$ cat config.mk
export PLATFORM = sky130hd
export DESIGN_NAME = lessthan32_seq
export DESIGN_NICKNAME = d
export VERILOG_FILES = /design/src/rtl/lessthan32_seq_pkg.sv /design/src/rtl/lessthan32_seq_ctrl.sv /design/src/rtl/lessthan32_seq.sv
export SDC_FILE = /design/constraint.sdc
export NUM_CORES = 1
export LEC_CHECK = 0
export BUFFER_PORTS_ARGS = -buffer_cell sky130_fd_sc_hd__buf_4
export CORE_MARGIN = 5
export CORE_UTILIZATION = 45
export CTS_CLUSTER_SIZE = 12
export DETAILED_ROUTE_END_ITERATION = 10
export PLACE_DENSITY_LB_ADDON = 0.12
export SYNTH_ARGS = -nofsm -noshare
export SYNTH_HDL_FRONTEND = slang
export SYNTH_SLANG_ARGS = --single-unit
$ cat constraint.sdc
create_clock -name clk -period 3.14 [get_ports clk]
set_input_delay 0.314 -clock clk [delete_from_list [all_inputs] [get_ports clk]]
set_output_delay 0.314 -clock clk [all_outputs]
set_load 0.03 [all_outputs]
$ cat src/rtl/lessthan32_seq_pkg.sv
// Shared ALU definitions for the bit-serial set-less-than unit.
package lessthan32_seq_pkg;

    localparam int unsigned WIDTH_DEF = 32;
    localparam int unsigned IDX_W_DEF = $clog2(WIDTH_DEF);

    localparam logic [1:0] IDLE = 2'd0;
    localparam logic [1:0] SCAN = 2'd1;
    localparam logic [1:0] DONE = 2'd2;

endpackage

$ cat src/rtl/lessthan32_seq_ctrl.sv
// Sequencer for the bit-serial compare: IDLE/SCAN/DONE FSM plus MSB-first bit index.
module lessthan32_seq_ctrl
    import lessthan32_seq_pkg::*;
#(
    parameter int unsigned WIDTH = WIDTH_DEF,
    localparam int unsigned IDX_W = $clog2(WIDTH)
) (
    input  logic             clk,
    input  logic             rst_n,
    input  logic             start,
    input  logic             bit_eq,
    output logic [IDX_W-1:0] idx,
    output logic             load_c,
    output logic             dec_c,
    output logic             finish_c,
    output logic             busy,
    output logic             done
);

    logic [1:0] state;
    logic [1:0] state_nxt;

    // Next state and datapath strobes; a scan ends on the first differing bit or at bit 0
    always_comb begin
        state_nxt = state;
        load_c    = 1'b0;
        dec_c     = 1'b0;
        finish_c  = 1'b0;
        case (state)
            IDLE: begin
                if (start) begin
                    load_c    = 1'b1;
                    state_nxt = SCAN;
                end
            end
            SCAN: begin
                if (!bit_eq || idx == '0) begin
                    finish_c  = 1'b1;
                    state_nxt = DONE;
                end else begin
                    dec_c = 1'b1;
                end
            end
            DONE:    state_nxt = IDLE;
            default: state_nxt = IDLE;
        endcase
    end

    // State, handshake flags and index; busy/done are registered off the next state
    always_ff @(posedge clk or negedge rst_n) begin
        if (!rst_n) begin
            state <= IDLE;
            busy  <= 1'b0;
            done  <= 1'b0;
            idx   <= IDX_W'(WIDTH - 1);
        end else begin
            state <= state_nxt;
            busy  <= (state_nxt == SCAN);
            done  <= (state_nxt == DONE);
            if (load_c) begin
                idx <= IDX_W'(WIDTH - 1);
            end else if (dec_c) begin
                idx <= idx - IDX_W'(1);
            end
        end
    end

endmodule

$ cat src/rtl/lessthan32_seq.sv
// Multi-cycle bit-serial set-less-than (slt/sltu) with start/busy/done handshake.
module lessthan32_seq
    import lessthan32_seq_pkg::*;
#(
    parameter int unsigned WIDTH  = WIDTH_DEF,
    parameter bit          SIGNED = 1'b1
) (
    input  logic             clk,
    input  logic             rst_n,
    input  logic             start,
    input  logic [WIDTH-1:0] a,
    input  logic [WIDTH-1:0] b,
    output logic             busy,
    output logic             done,
    output logic [WIDTH-1:0] out
);

    localparam int unsigned IDX_W = $clog2(WIDTH);

    logic [WIDTH-1:0] a_q;
    logic [WIDTH-1:0] b_q;
    logic [IDX_W-1:0] idx;
    logic             load_c;
    logic             dec_c;
    logic             finish_c;
    logic             a_bit_c;
    logic             b_bit_c;
    logic             bit_eq_c;
    logic             at_msb_c;
    logic             lt_c;

    lessthan32_seq_ctrl #(
        .WIDTH (WIDTH)
    ) u_ctrl (
        .clk      (clk),
        .rst_n    (rst_n),
        .start    (start),
        .bit_eq   (bit_eq_c),
        .idx      (idx),
        .load_c   (load_c),
        .dec_c    (dec_c),
        .finish_c (finish_c),
        .busy     (busy),
        .done     (done)
    );

    // Per-bit decision: a differing sign bit inverts the sense in signed mode
    always_comb begin
        a_bit_c  = a_q[idx];
        b_bit_c  = b_q[idx];
        bit_eq_c = (a_bit_c == b_bit_c);
        at_msb_c = (idx == IDX_W'(WIDTH - 1));
        lt_c     = !bit_eq_c && ((SIGNED && at_msb_c) ? a_bit_c : !a_bit_c);
    end

    // Operand capture on accept; result updates only on the decision cycle
    always_ff @(posedge clk or negedge rst_n) begin
        if (!rst_n) begin
            a_q <= '0;
            b_q <= '0;
            out <= '0;
        end else begin
            if (load_c) begin
                a_q <= a;
                b_q <= b;
            end
            if (finish_c) begin
                out <= WIDTH'(lt_c);
            end
        end
    end

endmodule

## After elaboration in Yosys (flattened, before gate mapping)

Cells that the tools add are included.

| storage, ports and cells | value |
|---|---|
| output and inout bits | 34 |
| register bits | 74 |

| cells by class | value |
|---|---|
| muxes and demuxes | 16 |
| equal/unequal tests | 5 |
| reduce and logical (&&, ||, !) cells | 7 |
| add/subtract/negate cells | 1 |
| magnitude comparators | 1 |

Operators by type and width:

| kind | count |
|---|---|
| 1-bit binary-select mux with 5-bit select | 2 |
| 5-bit 2-to-1 mux | 2 |
| 1-bit 2-to-1 mux | 9 |
| 5-bit by 6-bit less-than comparator with 1-bit output, second input constant | 1 |
| 5-bit == test, second input constant | 1 |
| 5-bit zero test | 1 |
| 5-bit by 1-bit subtractor with 5-bit output, second input constant | 1 |
| 2-bit by 1-bit == test with 1-bit output, second input constant | 2 |
| 2-bit 2-to-1 mux | 2 |
| 2-bit case mux with 2 select lines | 1 |
| 2-bit == test, second input constant | 1 |
| 1-bit zero test | 2 |
| 2-bit zero test | 1 |
| 2-bit nonzero test | 1 |
| 1-bit == test | 1 |
| 1-bit logical AND | 1 |
| 1-bit logical OR | 1 |

## Depth between registers and ports, before layout

Gate-level depths: netlist of the first run.

| depth | value |
|---|---|
| depth after elaboration | 9 |
| depth in mapped cells | 9 |
| gate-level depth less buffers | 7 |

## Hierarchy

A second synthesis of the first run with hierarchy kept.

| second synthesis, totals | value |
|---|---|
| cells, all modules | 273 |
| area, all modules | 3666.0 um2 |

Modules (own cells, without submodules):

| module | cells an instance | instances | area an instance (um2) |
|---|---|---|---|
| lessthan32_seq | 231 | 1 | 3244.4 |
| lessthan32_seq_ctrl | 42 | 1 | 421.7 |

## Worst setup path after synthesis of the first run

OpenSTA, ideal clock, no wires.

| timing path | value |
|---|---|
| path kind | flip-flop to flip-flop |
| start point | register u_ctrl.idx[0] |
| end point | register u_ctrl.idx[1] |
| cell stages (with the launch flop) | 9 |
| setup slack | 0.663 ns |
| path buffers | 2 |
| data required time | 3.058 ns |
| data arrival time | 2.395 ns |
| cells stage by stage | dfstp_2 -> buf_6 -> buf_6 -> mux4_2 -> a311oi_2 -> a21oi_2 -> xnor2_2 -> nand3_2 -> a211o_1 |

| on the way | value |
|---|---|
| word-level cells in the longest chain between the ends | 8 |
| elaborated cells on any way between the ends | 14 |
| those cells by class | add/sub: 1; eq/ne: 1; mux: 8; reduce/logical: 4 |

Ends and longest elaborated chain:

| what | line | text |
|---|---|---|
| start, declared | lessthan32_seq_ctrl.sv:12 | `output logic [IDX_W-1:0] idx,` |
| start signal, assigned | lessthan32_seq_ctrl.sv:55 | `idx <= IDX_W'(WIDTH - 1);` |
| start signal, assigned | lessthan32_seq_ctrl.sv:61 | `idx <= IDX_W'(WIDTH - 1);` |
| start signal, assigned | lessthan32_seq_ctrl.sv:63 | `idx <= idx - IDX_W'(1);` |
| 1-bit binary-select mux with 5-bit select (on tied branches) | lessthan32_seq.sv:49, lessthan32_seq.sv:50 |  |
| 1-bit 2-to-1 mux (on tied branches) | lessthan32_seq.sv:49, lessthan32_seq.sv:50 |  |
| 1-bit == test | lessthan32_seq.sv:51 | `bit_eq_c = (a_bit_c == b_bit_c);` |
| 1-bit zero test | lessthan32_seq_ctrl.sv:37 | `if (!bit_eq \|\| idx == '0) begin` |
| 1-bit logical OR | lessthan32_seq_ctrl.sv:37 |  |
| 1-bit 2-to-1 mux | lessthan32_seq_ctrl.sv:37 |  |
| 1-bit 2-to-1 mux | lessthan32_seq_ctrl.sv:29 | `case (state)` |
| 2-bit nonzero test (no line) | n/a |  |

Several ways; a longest one is shown, not always the timed one. The select of a mux whose other input is x is not followed.
A chain may end at the register's enable or synchronous reset.

## Final worst setup path of the first run

Ends and elaborated chain as after synthesis.

==> results of run 1 <==
==> area by class of cell <==
type | instances | area [um2] | share of cell area (%)
repair buffers | 73 | 548 | 12.5
clock inverters | 3 | 40.0 | 0.910
inverters | 3 | 11.3 | 0.256
multi-input cells | 171 | 1670 | 37.9
flip-flops and latches | 74 | 1860 | 42.2
well taps | 105 | 131 | 2.99
clock buffers | 12 | 145 | 3.30
==> sequential cells by signal (all words and copies together) (netlist names) <==
signal / count
out: 1
a_q: 32
u_ctrl.idx: 5
u_ctrl.state: 2
u_ctrl.done: 1
u_ctrl.busy: 1
b_q: 32
==> routing by layer <==
layer,GRT usage (%),vias up,routed length [um]
met4,6.34,0,137
met2,22.9,82,3350
met5,0,-,0
li1,-,1043,-
met3,4.36,11,534
met1,20.4,1097,3180
==> cells by family after synthesis <==
family	synth area share (%)
and+or+nand+nor	5.45
muxes	29.7
buffers and inverters	8.35
adders and majority gates	1.01
DFF	50.0
other	0.101
xor gates and xnor gates	0.875
AOI/OAI and AO/OA	4.54
==> power breakdown <==
| group | switching, mW | leakage [nW] | internal [mW] |
|---|---|---|---|
| combinational | 0.717 | 1.05 | 0.952 |
| sequential | 0.314 | 0.867 | 1.44 |
| clock | 0.330 | 0.0962 | 0.383 |
==> stage by stage <==
step / setup slack, ns / instances / hold WS [ns] / instance area, um2 / utilization (%)
2_1_floorplan: 0.663 / 292 / 0.0184 / 3830 / -
3_3_place_gp: 0.387 / 426 / 0.485 / 4220 / 51.8
3_5_place_dp: 0.322 / 426 / 0.489 / 4220 / 51.8
4_1_cts: 0.318 / 441 / 0.146 / 4400 / 54.1
5_1_grt: 0.203 / 441 / 0.179 / 4400 / 54.1
6_report: 0.318 / 441 / 0.0957 / 4400 / 54.1
==> synthesized netlist by cell type, types with 3 or more instances <==
cell                       instances
sky130_fd_sc_hd__nor3_1            4
sky130_fd_sc_hd__dfrtp_1          69
sky130_fd_sc_hd__mux2i_1           9
sky130_fd_sc_hd__mux4_1            6
sky130_fd_sc_hd__mux2_2           64
sky130_fd_sc_hd__buf_4            31
sky130_fd_sc_hd__clkbuf_1          9
sky130_fd_sc_hd__ha_1              3
sky130_fd_sc_hd__inv_1             3
sky130_fd_sc_hd__dfstp_2           5
sky130_fd_sc_hd__nand2b_1          3
sky130_fd_sc_hd__nor2_1            3
sky130_fd_sc_hd__mux4_2            6
sky130_fd_sc_hd__a21oi_1           3
sky130_fd_sc_hd__nand4_1           4
==> final timing paths <==
| path | end | slack, ns | depth (start not counted) | start |
|---|---|---|---|---|
| max | u_ctrl.idx[1] | 0.32 | 7 | u_ctrl.idx[0] |
| min | b_q[29] | 0.1 | 1 | rst_n |
| max reg2reg | u_ctrl.idx[1] | 0.32 | 7 | u_ctrl.idx[0] |
| min reg2reg | a_q[24] | 0.50 | 1 | a_q[24] |
| max in group asynchronous | b_q[18] | 2.41 | 1 | rst_n |
| min in group clk | a_q[9] | 0.20 | 2 | a[9] |
==> results.md, run 1 <==
- Outcome: completed
- Most common library cell in the layout ignoring fill and taps: sky130_fd_sc_hd__buf_4
- Biggest area contributors in the synthesized netlist: sky130_fd_sc_hd__dfrtp_1 (46%), sky130_fd_sc_hd__mux2_2 (19%), sky130_fd_sc_hd__buf_4 (6.3%)
- Final HPWL DP: 5010 um
- Detailed-route DRC error count: 0
- RSZ-0062 raised after global routing: false
- Count of boundary I/O pins: 101
- Die area: 0.0102 mm2
- Worst Skew: 0.00756 ns
- Via count of the first global-routing pass: 2333
- Synth warn: 0
- Delay of the slowest critical-path stage: between 0.8 and 0.9 ns
- Largest net degree at the start of global routing: between 70 and 80
- Count of antenna-violating nets left after detailed routing: 0
- CP max FO: 13
- # H-tree levels: 3
- Fill cells: just under 700
- Count of routing violations after the opening detailed-route iteration: 132
- Final period demand of the worst path: 2.82 ns
- Area of the placeable core: approximately 0.008 mm2
- Post-Syn Area per Cell: 14.2 um2
- Final Max Slew Viols: 0
- Kind of path behind the tightest hold check: primary input to asynchronous set/reset pin
- Later-pin clock latency in the skew report: 0.34 ns
- WL per Instance: between 15 and 20 um
- Critical path data required time: around 3.4 ns
- Kind of cell with the highest combined delay on the critical path: flip-flops
- Post-Route Setup TNS: 0 ns
- Element type at the critical path end: flip-flop
- Critical path cell sequence: mux4_2 > a22o_1 > nor3_1 > a21oi_2 > xnor2_2 > nand3_2 > a211o_1
- Count of flip-flops with a built-in enable after synthesis: 0
- Final clock period utilization by the worst path: about nine tenths
- Max-slew headroom: between 30% and 40%
- Top-area cell type share of the netlist area: a little under half
- Buffer count from post-CTS setup fixing: 0
- Layout cell share with drive strength beyond 1: 51.5%
- Most used flip-flop cell after synthesis: sky130_fd_sc_hd__dfrtp_1
- Placement row count: 33
- Overall Global Routing Usage: 15.1%
- Kind of start point of the critical path: flip-flop
- Overflow left after global routing: 0
- Number of antenna repair diodes: 0
- CTS sink count: 74
- #FFs+latches synth: 74
- Final-stage net count: roughly 400
- Portion of the post-synthesis area used by sequential elements: 50.0%
- Critical Setup Path Class: flip-flop to flip-flop
- Crit path buffers/inverters: 0
- Leakage component of the power: 2.01 nW
- Overall power after layout: 4.14 mW
- CTS-repair resized insts: 0
- Top library cells by usage in the layout, fill and taps aside: sky130_fd_sc_hd__buf_4 (73), sky130_fd_sc_hd__dfrtp_1 (69), sky130_fd_sc_hd__mux2_2 (64)
- Number of CTS-inserted buffers: 9
- Starting density of the core: ~46%
- Number of violations of the max-capacitance limit: 0
- Via count: 2233
- Maximum buffer depth of the clock tree: 2
- Number of distinct standard cells referenced by the synthesized netlist: 48
- CTS tree: yes
- Detailed Routing Iterations Pass 1: 4
- Final number of hold-violating endpoints: 0
- Arrival time of the worst setup path: 3.09 ns
- CTS Hold Buffers Added: 0
- PwrDens: 940 mW/mm2
- Count of mapped cells out of synthesis: 262
- Routed via count divided by cell count: 5.06
- Worst slew pin tran: 0.941 ns
- Synth Cell Area: ~0.0037 mm2
- Maximum vdd drop: approximately 0.00031 V
- FFs w/ async S/R, synth: 100%
- Routed wire length: 7200 um
- Number of buffers inserted by port buffering: 69
- Number of failing setup endpoints in the final timing report: 0
- Cell accounting for the most synthesized area: sky130_fd_sc_hd__dfrtp_1
- Global-route wire length before repair: 11700 um
- Number of antenna violations at the first check in global routing: 0
- Layout overhead on the synthesized area: 18.4%
- Timing-limited maximum frequency: 0.354 GHz
- Master of the slowest instance on the critical path: sky130_fd_sc_hd__dfstp_2
- Root buf cell: sky130_fd_sc_hd__clkbuf_8
- Reg clk slew, reported paths: 0.07 ns
- Height of the die: 101 um
- Final weighted congestion in routability-driven placement: roughly 0.80
- Die W: 101 um
Power figures use the tool's default switching activity.
==> run 2, diff against run 1 <==
- BUFFER_PORTS_ARGS: -buffer_cell sky130_fd_sc_hd__buf_4 -> -buffer_cell sky130_fd_sc_hd__buf_2
- CELL_PAD_IN_SITES_DETAIL_PLACEMENT: not set -> 0
- CELL_PAD_IN_SITES_GLOBAL_PLACEMENT: not set -> 2
- CORE_UTILIZATION: 45 -> 35
==> results.md, run 2 (synthesis gave the netlist of run 1 again) <==
- Post-Route Setup TNS: 0 ns (unchanged)
- Number of failing setup endpoints in the final timing report: 0 (unchanged)
- Overflow left after global routing: 0 (unchanged)
- Number of violations of the max-capacitance limit: 0 (unchanged)
- Detailed-route DRC error count: 0 (unchanged)
- Registers with the most flip-flops: a_q: 32 flops, b_q: 32 flops, u_ctrl.idx: 5 flops (unchanged)
- Max-slew headroom: 36.8% (was 37.2%)
- Count of boundary I/O pins: 101 (unchanged)
- Element type at the critical path end: flip-flop (unchanged)
- Leakage component of the power: 1.96 nW (was 2.01 nW)
- CTS tree: yes (unchanged)
- Final number of hold-violating endpoints: 0 (unchanged)
- Critical path data required time: 3.42 ns (was 3.41 ns)
- Final period demand of the worst path: 2.82 ns (about the same)
- Overall Global Routing Usage: 12.8% (was 15.1%)
- Via count of the first global-routing pass: 2368 (was 2333)
- Worst setup path startpoint: u_ctrl.idx[0] (unchanged)
- Final clock period utilization by the worst path: 89.7% (was 89.9%)
- Post-placement worst setup slack: 0.333 ns (was 0.322 ns)
- Critical Setup Path Class: flip-flop to flip-flop (unchanged)
- Overall power after layout: 4.23 mW (was 4.14 mW)
- Top library cells by usage in the layout, fill and taps aside: sky130_fd_sc_hd__dfrtp_1 (69), sky130_fd_sc_hd__buf_2 (68), sky130_fd_sc_hd__mux2_2 (64) (was sky130_fd_sc_hd__buf_4 (73), sky130_fd_sc_hd__dfrtp_1 (69), sky130_fd_sc_hd__mux2_2 (64))
- Reg clk slew, reported paths: 0.08 ns (was 0.07 ns)
- Total net switching power: 1.47 mW (was 1.36 mW)
- Die area: 0.0128 mm2 (was 0.0102 mm2)
- Startpoint of the lowest-slack register-to-register path: u_ctrl.idx[0] (unchanged)
- Fill cells: 994 (was 692)
- Most common library cell in the layout ignoring fill and taps: sky130_fd_sc_hd__dfrtp_1 (was sky130_fd_sc_hd__buf_4)
- Count of antenna-violating nets left after detailed routing: 0 (unchanged)
- Starting density of the core: 36.0% (was 45.7%)
- Largest net degree at the start of global routing: 75 (unchanged)
- Root buf cell: sky130_fd_sc_hd__clkbuf_8 (unchanged)
- Endpoint of the most critical setup path: u_ctrl.idx[1] (unchanged)
- Area of the placeable core: 0.0103 mm2 (was 0.00813 mm2)
- Final weighted congestion in routability-driven placement: 0.756 (was 0.799)
- Layout overhead on the synthesized area: 15.5% (was 18.4%)
- PwrDens: 985 mW/mm2 (was 940 mW/mm2)
- Relative contribution of combinational cells to total power: 39.7% (was 40.4%)
- CTS sink count: 74 (unchanged)
- CP max FO: 10 (was 13)
- WL per Instance: 16.7 um (was 16.3 um)
- PnR worst setup slack: 0.322 ns (was 0.318 ns)
- Via count: 2272 (was 2233)
- Final HPWL DP: 5670 um (was 5010 um)
- Routed wire length: 7900 um (was 7200 um)
- CTS Hold Buffers Added: 0 (unchanged)
- Worst slew pin tran: 0.948 ns (was 0.941 ns)
- Kind of path behind the tightest hold check: primary input to asynchronous set/reset pin (unchanged)
- Detailed Routing Iterations Pass 1: 4 (unchanged)
- Placement row count: 37 (was 33)
- Outcome: completed (unchanged)
- Count of routing violations after the opening detailed-route iteration: 41 (was 132)
- Part of the total power dissipated in the clock network: 18.5% (was 17.2%)
- Number of buffers inserted by port buffering: 69 (unchanged)
- Maximum buffer depth of the clock tree: 2 (unchanged)
- Setup slack, reg-to-reg: 0.32 ns (about the same)
- Global-route wire length before repair: 12600 um (was 11700 um)
- Buffer count from post-CTS setup fixing: 0 (unchanged)
- Cells after DPL: 457 (was 426)
- # H-tree levels: 3 (unchanged)
- Portion of total power attributed to sequential cells: 41.8% (was 42.4%)
- Number of antenna violations at the first check in global routing: 0 (unchanged)
- Timing-limited maximum frequency: 0.355 GHz (was 0.354 GHz)
- Count of non-filler cells in the finished layout: 473 (was 441)
- Die W: 113 um (was 101 um)
- Number of cells on the worst reg-to-reg path: 7 (unchanged)
- Final Max Slew Viols: 0 (unchanged)
- Worst Skew: 0.0110 ns (was 0.00756 ns)
- Final core area utilization: 41.6% (was 54.1%)
- Layout cell share with drive strength beyond 1: 52.2% (was 51.5%)
- Sw frac: 34.8% (was 32.9%)
- Maximum vdd drop: 0.000298 V (was 0.000307 V)
- RSZ-0062 raised after global routing: false (unchanged)
- Kind of start point of the critical path: flip-flop (unchanged)
- CTS-repair resized insts: 0 (unchanged)
- Number of CTS-inserted buffers: 9 (unchanged)
- Later-pin clock latency in the skew report: 0.36 ns (was 0.34 ns)
- Endpoint of the lowest-slack register-to-register path: u_ctrl.idx[1] (unchanged)
- Internal power of the cells: 2.76 mW (was 2.78 mW)
- Arrival time of the worst setup path: 3.10 ns (was 3.09 ns)
- Routed via count divided by cell count: 4.80 (was 5.06)
- Final-stage net count: 402 (unchanged)
- Height of the die: 113 um (was 101 um)
- Number of antenna repair diodes: 0 (unchanged)
run 2: changes by cell type in the layout (fill, tap and decap cells not counted):
cell / previous run / this run
sky130_fd_sc_hd__buf_4: 73 / 5
sky130_fd_sc_hd__clkinvlp_4: 0 / 1
sky130_fd_sc_hd__clkinv_4: 0 / 2
sky130_fd_sc_hd__clkinv_2: 2 / 0
sky130_fd_sc_hd__clkbuf_1: 2 / 0
sky130_fd_sc_hd__inv_6: 0 / 2
sky130_fd_sc_hd__buf_2: 0 / 68
run 2: worst min-delay path by stage:
| stage | to | start | slack [ns] |
|---|---|---|---|
| 6_report | a_q[29] | rst_n | 0.10 |
| 5_1_grt | a_q[15] | a[15] | 0.16 |
| 4_1_cts | b_q[31] | rst_n | 0.12 |
| 3_5_place_dp | b_q[28] | b_q[28] | 0.49 |
| 3_3_place_gp | b_q[31] | b_q[31] | 0.48 |
| 2_1_floorplan | a_q[0] | rst_n | 0.02 |
run 2: critical path, stage by stage, from the launching register on:
cell and delay, ns:
sky130_fd_sc_hd__dfstp_2 0.71, sky130_fd_sc_hd__buf_4 0.26, sky130_fd_sc_hd__mux4_2 0.53, sky130_fd_sc_hd__a311oi_2 0.29, sky130_fd_sc_hd__a21oi_2 0.14, sky130_fd_sc_hd__xnor2_2 0.32
sky130_fd_sc_hd__nand3_2 0.17, sky130_fd_sc_hd__a211o_1 0.32
run 2: metrics by stage:
stage          area, um2  hold WS [ns]
5_1_grt             4290         0.158
4_1_cts             4290         0.122
6_report            4290         0.101
2_1_floorplan       3830        0.0184
3_5_place_dp        4080         0.492
3_3_place_gp        4080         0.483
run 2: layout make-up:
cell class	instances	area, um2	share of cell area, %
Inverter	3	11.3	0.262
Clock buffer	10	138	3.21
Sequential cell	74	1860	43.3
Multi-Input combinational cell	171	1670	38.8
Timing Repair Buffer	73	378	8.80
Tap cell	136	170	3.96
Clock inverter	6	72.6	1.69
run 2: power by group through the flow:
| stage | Combinational, mW | Sequential, mW | Clock (mW) |
|---|---|---|---|
| after floorplan | 1.45 | 1.64 | 0 |
| after global placement | 1.67 | 1.81 | 0 |
| after detailed placement | 1.69 | 1.80 | 0 |
| after CTS | 1.70 | 1.79 | 0.810 |
| after global routing | 1.84 | 1.84 | 0.840 |
| final | 1.68 | 1.77 | 0.782 |
run 2: routing by layer:
metal / track usage (%) / vias up / part of all wire [%]
li1: - / 1057 / -
met1: 17.3 / 1138 / 46
met2: 19.4 / 66 / 46
met3: 3.85 / 11 / 6.4
met4: 4.89 / 0 / 1.7
met5: 0 / - / 0
==> run 3, diff against run 2 <==
- PLACE_DENSITY_LB_ADDON: 0.12 -> 0.1
==> results.md, run 3 (synthesis gave the netlist of run 1 again) <==
- Registers with the most flip-flops: a_q: 32 flops, b_q: 32 flops, u_ctrl.idx: 5 flops (unchanged)
- Final-stage net count: 403 (was 402)
- Delay of the slowest critical-path stage: 0.77 ns (was 0.71 ns)
- Arrival time of the worst setup path: 3.06 ns (was 3.10 ns)
- Die W: 113 um (unchanged)
- Number of antenna repair diodes: 0 (unchanged)
- Routed via count divided by cell count: 4.82 (was 4.80)
- Critical path cell sequence: buf_4 > mux4_2 > a311oi_2 > a21oi_2 > xnor2_2 > nand3_2 > a211o_1 (unchanged)
- Count of routing violations after the opening detailed-route iteration: 63 (was 41)
- Reg clk slew, reported paths: 0.08 ns (about the same)
- Number of buffers inserted by port buffering: 69 (unchanged)
- CTS Hold Buffers Added: 0 (unchanged)
- Placement row count: 37 (unchanged)
- Count of boundary I/O pins: 101 (unchanged)
- Largest net degree at the start of global routing: 75 (unchanged)
- Post-Route Setup TNS: 0 ns (unchanged)
- # H-tree levels: 3 (unchanged)
- Kind of path behind the tightest hold check: primary input to asynchronous set/reset pin (unchanged)
- Detailed Routing Iterations Pass 1: 4 (unchanged)
- Final period demand of the worst path: 2.80 ns (was 2.82 ns)
- Starting density of the core: 36.0% (unchanged)
- Most common library cell in the layout ignoring fill and taps: sky130_fd_sc_hd__dfrtp_1 (unchanged)
- RSZ-0062 raised after global routing: false (unchanged)
- Timing-limited maximum frequency: 0.358 GHz (was 0.355 GHz)
- Overflow left after global routing: 0 (unchanged)
- CP max FO: 14 (was 10)
- Overall power after layout: 4.12 mW (was 4.23 mW)
- Maximum vdd drop: 0.000318 V (was 0.000298 V)
- Height of the die: 113 um (unchanged)
- Number of failing setup endpoints in the final timing report: 0 (unchanged)
- WL per Instance: 16.9 um (was 16.7 um)
- Layout overhead on the synthesized area: 14.9% (was 15.5%)
- Die area: 0.0128 mm2 (unchanged)
- Element type at the critical path end: flip-flop (unchanged)
- Layout cell share with drive strength beyond 1: 51.2% (was 52.2%)
- CTS sink count: 74 (unchanged)
- Final clock period utilization by the worst path: 89.0% (was 89.7%)
- Max-slew headroom: 37.7% (was 36.8%)
- PwrDens: 966 mW/mm2 (was 985 mW/mm2)
- Global-route wire length before repair: 13000 um (was 12600 um)
- Outcome: completed (unchanged)
- Fill cells: 978 (was 994)
- Routed wire length: 8000 um (was 7900 um)
- Wire length on met3: 365 um (was 502 um)
- Critical Setup Path Class: flip-flop to flip-flop (unchanged)
- Number of violations of the max-capacitance limit: 0 (unchanged)
- Via count: 2287 (was 2272)
- Top library cells by usage in the layout, fill and taps aside: sky130_fd_sc_hd__dfrtp_1 (69), sky130_fd_sc_hd__buf_2 (68), sky130_fd_sc_hd__mux2_2 (64) (unchanged)
- CTS-repair resized insts: 0 (unchanged)
- Worst slew pin tran: 0.935 ns (was 0.948 ns)
- Maximum buffer depth of the clock tree: 2 (unchanged)
- Detailed-route DRC error count: 0 (unchanged)
- Final Max Slew Viols: 0 (unchanged)
- Uppermost layer routed: met4 (unchanged)
- Worst Skew: 0.0122 ns (was 0.0110 ns)
- Via count of the first global-routing pass: 2468 (was 2368)
- CTS tree: yes (unchanged)
- Leakage component of the power: 1.96 nW (about the same)
- Number of antenna violations at the first check in global routing: 0 (unchanged)
- Met1 wire length: 3550 um (was 3610 um)
- Master of the slowest instance on the critical path: sky130_fd_sc_hd__dfstp_2 (unchanged)
- Final HPWL DP: 5910 um (was 5670 um)
- Routed wire length on met2: 3980 um (was 3650 um)
- Later-pin clock latency in the skew report: 0.34 ns (was 0.36 ns)
- Final number of hold-violating endpoints: 0 (unchanged)
- Buffer count from post-CTS setup fixing: 0 (unchanged)
- Count of antenna-violating nets left after detailed routing: 0 (unchanged)
- Root buf cell: sky130_fd_sc_hd__clkbuf_8 (unchanged)
- Final weighted congestion in routability-driven placement: 0.755 (was 0.756)
- Number of CTS-inserted buffers: 9 (unchanged)
- Critical path data required time: 3.40 ns (was 3.42 ns)
- Overall Global Routing Usage: 13.1% (was 12.8%)
- Kind of start point of the critical path: flip-flop (unchanged)
- Area of the placeable core: 0.0103 mm2 (unchanged)
==> run 3: final timing paths <==
path	start	to	slack (ns)	cells past startpoint
worst max-delay path	u_ctrl.idx[0]	u_ctrl.idx[1]	0.34	7
worst min-delay path	rst_n	b_q[8]	0.12	1
worst max register to register	u_ctrl.idx[0]	u_ctrl.idx[1]	0.34	7
worst min register to register	b_q[20]	b_q[20]	0.51	1
max in group asynchronous	rst_n	u_ctrl.done	2.41	1
min in group clk	b[7]	b_q[7]	0.20	2
==> run 3: critical path, delay by kind of cell (launching register included) <==
family,cells,cell delay [ns]
xor+xnor,1,0.30
simple gates,1,0.16
buf+inv,1,0.23
compound gates,3,0.75
flops,1,0.77
mux,1,0.51
==> run 3: per-stage QoR <==
stage / util [%] / instances / hold slack (ns) / area [um2] / setup slack (ns)
global route: 41.4 / 474 / 0.179 / 4270 / 0.190
finish: 41.4 / 474 / 0.121 / 4270 / 0.344
floorplan: - / 292 / 0.0184 / 3830 / 0.663
global placement: 39.6 / 458 / 0.488 / 4090 / 0.384
detailed placement: 39.6 / 458 / 0.493 / 4090 / 0.305
CTS: 41.4 / 474 / 0.152 / 4270 / 0.296
==> run 3: layout make-up <==
type                       count  area (um2)  area share [%]
inverter                       3        11.3           0.264
timing repair buffer          74         385            9.02
multi-input combinational    171        1670            39.0
tap                          136         170            3.98
sequential                    74        1860            43.5
clock buffer                  16         180            4.22
==> run 3: power by group <==
part | internal, mW | switching, mW
clock | 0.354 | 0.328
sequential | 1.44 | 0.352
combinational | 0.925 | 0.723
==> run 3: metal layers <==
layer,vias to the layer above,global-route usage (%)
li1,1053,-
met1,1163,17.2
met2,59,21.0
met3,12,4.01
met4,0,3.69
met5,-,0
